<file path="src/rtl/video_pattern_src.sv">
// Raster timing generator with selectable RGB888 test patterns (bars, grid, grey ramp, solid).
// Optional post_hs output is enabled by defining VIDEO_SRC_HS_EN.
module video_pattern_src #(
  parameter logic [11:0] IMG_HDISP = 12'd1280,
  parameter logic [11:0] IMG_VDISP = 12'd720,
  parameter logic [11:0] H_FP      = 12'd110,
  parameter logic [11:0] H_SYNC    = 12'd40,
  parameter logic [11:0] H_BP      = 12'd220,
  parameter logic [11:0] V_FP      = 12'd5,
  parameter logic [11:0] V_SYNC    = 12'd5,
  parameter logic [11:0] V_BP      = 12'd20
) (
  input  logic        clk,
  input  logic        rst_n,
  input  logic        en,
  input  logic [1:0]  pattern,
  input  logic [23:0] solid_color,
  output logic        post_vs,
  output logic        post_de,
  output logic [23:0] post_data,
  output logic        frame_start
`ifdef VIDEO_SRC_HS_EN
  ,
  output logic        post_hs
`endif
);

  localparam logic [11:0] H_TOTAL = IMG_HDISP + H_FP + H_SYNC + H_BP;
  localparam logic [11:0] V_TOTAL = IMG_VDISP + V_FP + V_SYNC + V_BP;
  localparam logic [11:0] H_SS    = IMG_HDISP + H_FP;
  localparam logic [11:0] H_SE    = H_SS + H_SYNC;
  localparam logic [11:0] V_SS    = IMG_VDISP + V_FP;
  localparam logic [11:0] V_SE    = V_SS + V_SYNC;
  localparam logic [11:0] BAR_W   = IMG_HDISP >> 3;

  logic [11:0] hcnt_q, hcnt_d, vcnt_q, vcnt_d;
  logic [11:0] bar_pix_q, bar_pix_d;
  logic [2:0]  bar_idx_q, bar_idx_d;
  logic [1:0]  pat_q, pat_d;
  logic [23:0] solid_q, solid_d;
  logic        de_q, de_d, vs_q, vs_d, fs_q, fs_d, hs_q, hs_d;
  logic [23:0] data_q, data_d;

  logic        first_px, active, h_wrap;
  logic [1:0]  pat_cur;
  logic [23:0] solid_cur, bar_color, color;

  always_comb begin
    first_px  = (hcnt_q == 12'd0) && (vcnt_q == 12'd0);
    active    = (hcnt_q < IMG_HDISP) && (vcnt_q < IMG_VDISP);
    h_wrap    = (hcnt_q == H_TOTAL - 12'd1);
    // The frame's first pixel already uses the newly latched selection.
    pat_cur   = first_px ? pattern : pat_q;
    solid_cur = first_px ? solid_color : solid_q;

    case (bar_idx_q)
      3'd0:    bar_color = 24'hFFFFFF;
      3'd1:    bar_color = 24'hFFFF00;
      3'd2:    bar_color = 24'h00FFFF;
      3'd3:    bar_color = 24'h00FF00;
      3'd4:    bar_color = 24'hFF00FF;
      3'd5:    bar_color = 24'hFF0000;
      3'd6:    bar_color = 24'h0000FF;
      default: bar_color = 24'h000000;
    endcase

    case (pat_cur)
      2'b00:   color = bar_color;
      2'b01:   color = ((hcnt_q[4:0] == 5'd0) || (vcnt_q[4:0] == 5'd0)) ? 24'hFFFFFF : 24'h000000;
      2'b10:   color = {hcnt_q[7:0], hcnt_q[7:0], hcnt_q[7:0]};
      default: color = solid_cur;
    endcase

    hcnt_d    = 12'd0;
    vcnt_d    = 12'd0;
    bar_pix_d = 12'd0;
    bar_idx_d = 3'd0;
    pat_d     = pat_q;
    solid_d   = solid_q;
    de_d      = 1'b0;
    vs_d      = 1'b0;
    hs_d      = 1'b0;
    fs_d      = 1'b0;
    data_d    = 24'h000000;

    if (en) begin
      if (first_px) begin
        pat_d   = pattern;
        solid_d = solid_color;
      end
      de_d   = active;
      vs_d   = (vcnt_q >= V_SS) && (vcnt_q < V_SE);
      hs_d   = (hcnt_q >= H_SS) && (hcnt_q < H_SE);
      fs_d   = first_px;
      data_d = active ? color : 24'h000000;

      if (h_wrap) begin
        hcnt_d = 12'd0;
        vcnt_d = (vcnt_q == V_TOTAL - 12'd1) ? 12'd0 : vcnt_q + 12'd1;
      end else begin
        hcnt_d = hcnt_q + 12'd1;
        vcnt_d = vcnt_q;
        // Bar position tracks hcnt through the active span; it stays cleared on a new line.
        bar_pix_d = bar_pix_q;
        bar_idx_d = bar_idx_q;
        if (hcnt_q < IMG_HDISP) begin
          if (bar_pix_q == BAR_W - 12'd1) begin
            bar_pix_d = 12'd0;
            bar_idx_d = bar_idx_q + 3'd1;
          end else begin
            bar_pix_d = bar_pix_q + 12'd1;
          end
        end
      end
    end
  end

  always_ff @(posedge clk or negedge rst_n) begin
    if (!rst_n) begin
      hcnt_q    <= 12'd0;
      vcnt_q    <= 12'd0;
      bar_pix_q <= 12'd0;
      bar_idx_q <= 3'd0;
      pat_q     <= 2'b00;
      solid_q   <= 24'h000000;
      de_q      <= 1'b0;
      vs_q      <= 1'b0;
      hs_q      <= 1'b0;
      fs_q      <= 1'b0;
      data_q    <= 24'h000000;
    end else begin
      hcnt_q    <= hcnt_d;
      vcnt_q    <= vcnt_d;
      bar_pix_q <= bar_pix_d;
      bar_idx_q <= bar_idx_d;
      pat_q     <= pat_d;
      solid_q   <= solid_d;
      de_q      <= de_d;
      vs_q      <= vs_d;
      hs_q      <= hs_d;
      fs_q      <= fs_d;
      data_q    <= data_d;
    end
  end

  assign post_de     = de_q;
  assign post_vs     = vs_q;
  assign post_data   = data_q;
  assign frame_start = fs_q;
`ifdef VIDEO_SRC_HS_EN
  assign post_hs     = hs_q;
`else
  logic unused_hs;
  assign unused_hs   = hs_q;
`endif

endmodule

</file>
<file path="config.mk">
export PLATFORM = sky130hd
export DESIGN_NAME = video_pattern_src
export DESIGN_NICKNAME = d
export VERILOG_FILES = /design/src/rtl/video_pattern_src.sv
export SDC_FILE = /design/constraint.sdc
export NUM_CORES = 1
export LEC_CHECK = 0
export CAP_MARGIN = 20
export CORE_UTILIZATION = 51
export DETAILED_ROUTE_END_ITERATION = 7
export PLACE_DENSITY_LB_ADDON = 0.2
export SLEW_MARGIN = 10
export SYNTH_ARGS = -nofsm -noshare
export SYNTH_HDL_FRONTEND = slang
export SYNTH_SLANG_ARGS = --single-unit
</file>
<file path="constraint.sdc">
create_clock -name clk -period 2.7 [get_ports clk]
set_input_delay 0.405 -clock clk [delete_from_list [all_inputs] [get_ports clk]]
set_output_delay 0.405 -clock clk [all_outputs]
set_load 0.03 [all_outputs]
</file>
==> flow_metrics.py <==
metrics = {
    "place": {
        "dpl.cell_count": 629,
        "gp_congestion": 0.827,
        "port_buffers": 55,
        "dp_hpwl_mm": 7.77,
    },
    "die": {
        "die_area_um2": 9570,
        "row_count": 34,
        "io_pins": 56,
        "die_y_um": 97.9,
        "start_util_pct": 53.2,
        "die_x_um": 97.9,
        "core-area_um2": 8810,
    },
    "logic_synthesis": {
        "synth.distinct_cells": 46,
        "synth_edf_count": 0,
        "syn_avg_cell_area_um2": 9.95,
        "syn_nets": 513,
        "synthCells": 471,
        "synthArstFlopShare_pct": 100,
        "synth_common_cells": "dfrtp_1, nor3_1, nand2_1",
        "synth-main-ff-cell": "dfrtp_1",
        "ys_seq_area_share_pct": 49.1,
        "synth_top_area_share_pct": 49.1,
        "syn-cell-area_um2": 4690,
        "ys_warn_count": 0,
        "ys_seq_elements": 92,
        "synthTopCellsByArea": "dfrtp_1, nor3_1, a2111oi_1",
        "synthMostInstantiatedCell": "dfrtp_1",
        "synth_top_area_cell": "dfrtp_1",
    },
    "timing": {
        "max_clock_freq_mhz": 388,
        "rsz0062_at_grt": "no",
        "post-route-period-util_pct": 95.5,
        "layout_min_cycle_time_ns": 2.58,
        "fin_hold_ws_ns": 0.500,
        "hold_violations": 0,
        "slew_viol_final": 0,
        "skew_ns": 0.0177,
        "tightest_slew_ns": 0.575,
        "final.setup.tns_ns": 0,
        "relSlewSlack_pct": 60.9,
        "finalSetupViolCount": 0,
    },
    "finish": {
        "area_delta_synth_final_pct": 21.3,
        "layout.nets": 575,
        "antenna-diode-count": 0,
        "fin_cells": 646,
        "drive_gt1_share_pct": 10.6,
        "finalCoreUtilization_pct": 64.6,
    },
    "drt": {
        "drt_iter0_drc": 173,
        "avgRoutedWirePerCell_um": 17.5,
        "dr.pass1.iters": 6,
        "vias_per_cell": 6.11,
        "totalWireLength_mm": 11.3,
        "vias": 3946,
        "antenna_left": 0,
        "drc": 18,
    },
    "global_route": {
        "antenna_found_initial": 0,
        "grt_pass1_wl_mm": 18.8,
        "grt_max_degree": 56,
        "grt_overflow": 0,
        "grt_pass1_vias": 3833,
        "grt_use_total_pct": 24.6,
    },
    "clock_network": {
        "htreeDepth": 3,
        "cts_sinks": 92,
        "worstSkewPairLatency_ns": 0.37,
        "clock_path_buffers": 2,
        "clk_pin_slew_worst_paths_ns": 0.10,
        "cts_setup_buffers": 0,
        "cts_tree": "built",
        "cts_made_buffers": 9,
        "cts_root_buffer": "clkbuf_8",
    },
    "pwr": {
        "p_per_area_nw_per_um2": 584,
        "fin_total_pwr_mw": 3.32,
        "ir_drop_v": 0.000243,
        "p_leak_nw": 2.23,
    },
    "run_status": {
        "outcome": "finished, violations left",
        "violations": "design-rule violations",
    },
    "worst_setup_path": {
        "path_max_fanout": 24,
        "crit_type": "flip-flop to flip-flop",
        "worstPathArrival_ns": 2.81,
        "start_kind": "flip-flop",
        "worst_setup_path_end_kind": "flip-flop",
        "cp_data_required_time_ns": 2.93,
    },
    "worst_hold_path": {
        "min_path_type": "flip-flop to flip-flop",
    },
    "flow_run": {
        "cap_violations": 0,
    },
}
-- repair_timing --
action                     CTS  global route
hold endpoints to repair     6             0
hold buffers                 1             0
resized for setup            0             7
setup endpoints to repair    2            21
-- area by class of cell --
type / count / area [um2]
multi-input combinational: 338 / 2250
clock buffer: 10 / 128
sequential: 92 / 2300
fill: 706 / 3120
timing repair buffer: 80 / 767
tap: 108 / 135
clock inverter: 6 / 55.1
inverter: 12 / 45.0
-- flip-flops by register name, summed over array words and instances, names as in the netlist --
register / count
hcnt_q: 12
post_data: 24
solid_q: 24
bar_idx_q: 3
frame_start: 1
post_de: 1
bar_pix_q: 12
post_vs: 1
vcnt_q: 12
pat_q: 2
-- metal layers --
metal | wire (um) | GRT usage, % | up-vias
li1 | - | - | 1852
met1 | 4980 | 32.8 | 1949
met2 | 5540 | 40.2 | 123
met3 | 569 | 3.94 | 22
met4 | 226 | 10.4 | 0
met5 | 0 | 0 | -
-- worst paths after layout --
check | startpoint | slack (ns) | cells past startpoint | to
min | solid_q[20]$_DFFE_PN0P_ | 0.50 | 1 | solid_q[20]$_DFFE_PN0P_
max reg2reg | vcnt_q[8]$_DFFE_PN0P_ | 0.12 | 6 | post_data[13]$_DFF_PN0_
min reg2reg | solid_q[20]$_DFFE_PN0P_ | 0.50 | 1 | solid_q[20]$_DFFE_PN0P_
min in group asynchronous | rst_n | 0.54 | 2 | post_data[11]$_DFF_PN0_
max | vcnt_q[8]$_DFFE_PN0P_ | 0.12 | 6 | post_data[13]$_DFF_PN0_
max in group asynchronous | rst_n | 1.47 | 3 | post_data[16]$_DFF_PN0_
-- cells by family after synthesis --
logic type,share of synthesized area (%)
and+or+nand+nor,21.3
xor gates and xnor gates,2.24
buffers and inverters,3.58
DFF,49.1
adders and majority gates,3.47
muxes,6.89
AOI/OAI and AO/OA,13.4
-- power by group --
part	internal, mW	switching [mW]	leakage, nW
sequential	1.55	0.0888	1.18
combinational	0.347	0.462	0.953
clock	0.355	0.525	0.0938
-- worst max-delay path: stages, from the launching register on --
cell and delay [ns]:
dfrtp_1 0.40, or3_4 0.40, or4_1 0.49, nor3_4 0.37, buf_6 0.27, nor3_1 0.07, a2111oi_1 0.45
-- through the flow --
stage | instance area, um2 | setup slack, ns
after global placement | 5470 | 0.0911
after global routing | 5690 | 0.00636
after floorplan | 4690 | 0.0856
final | 5690 | 0.120
after detailed placement | 5470 | 0.00723
after CTS | 5660 | -0.0151
-- cells in the final DEF (no fill, tap or decap), types with 6 or more instances in the layout --
cell | synthesis | final
nor3_1 | 58 | 58
inv_1 | 12 | 12
clkbuf_8 | 0 | 9
nor2_1 | 30 | 30
nand3_1 | 15 | 15
buf_4 | 0 | 22
clkdlybuf4s50_1 | 0 | 54
nand2_1 | 39 | 39
dfrtp_1 | 92 | 92
or3_1 | 10 | 10
mux2_1 | 20 | 20
a21oi_1 | 24 | 24
o21ai_0 | 26 | 24
ha_1 | 13 | 13
a2111oi_1 | 24 | 24
mux2_2 | 6 | 6
xor2_1 | 8 | 8
Power figures use the tool's default switching activity.
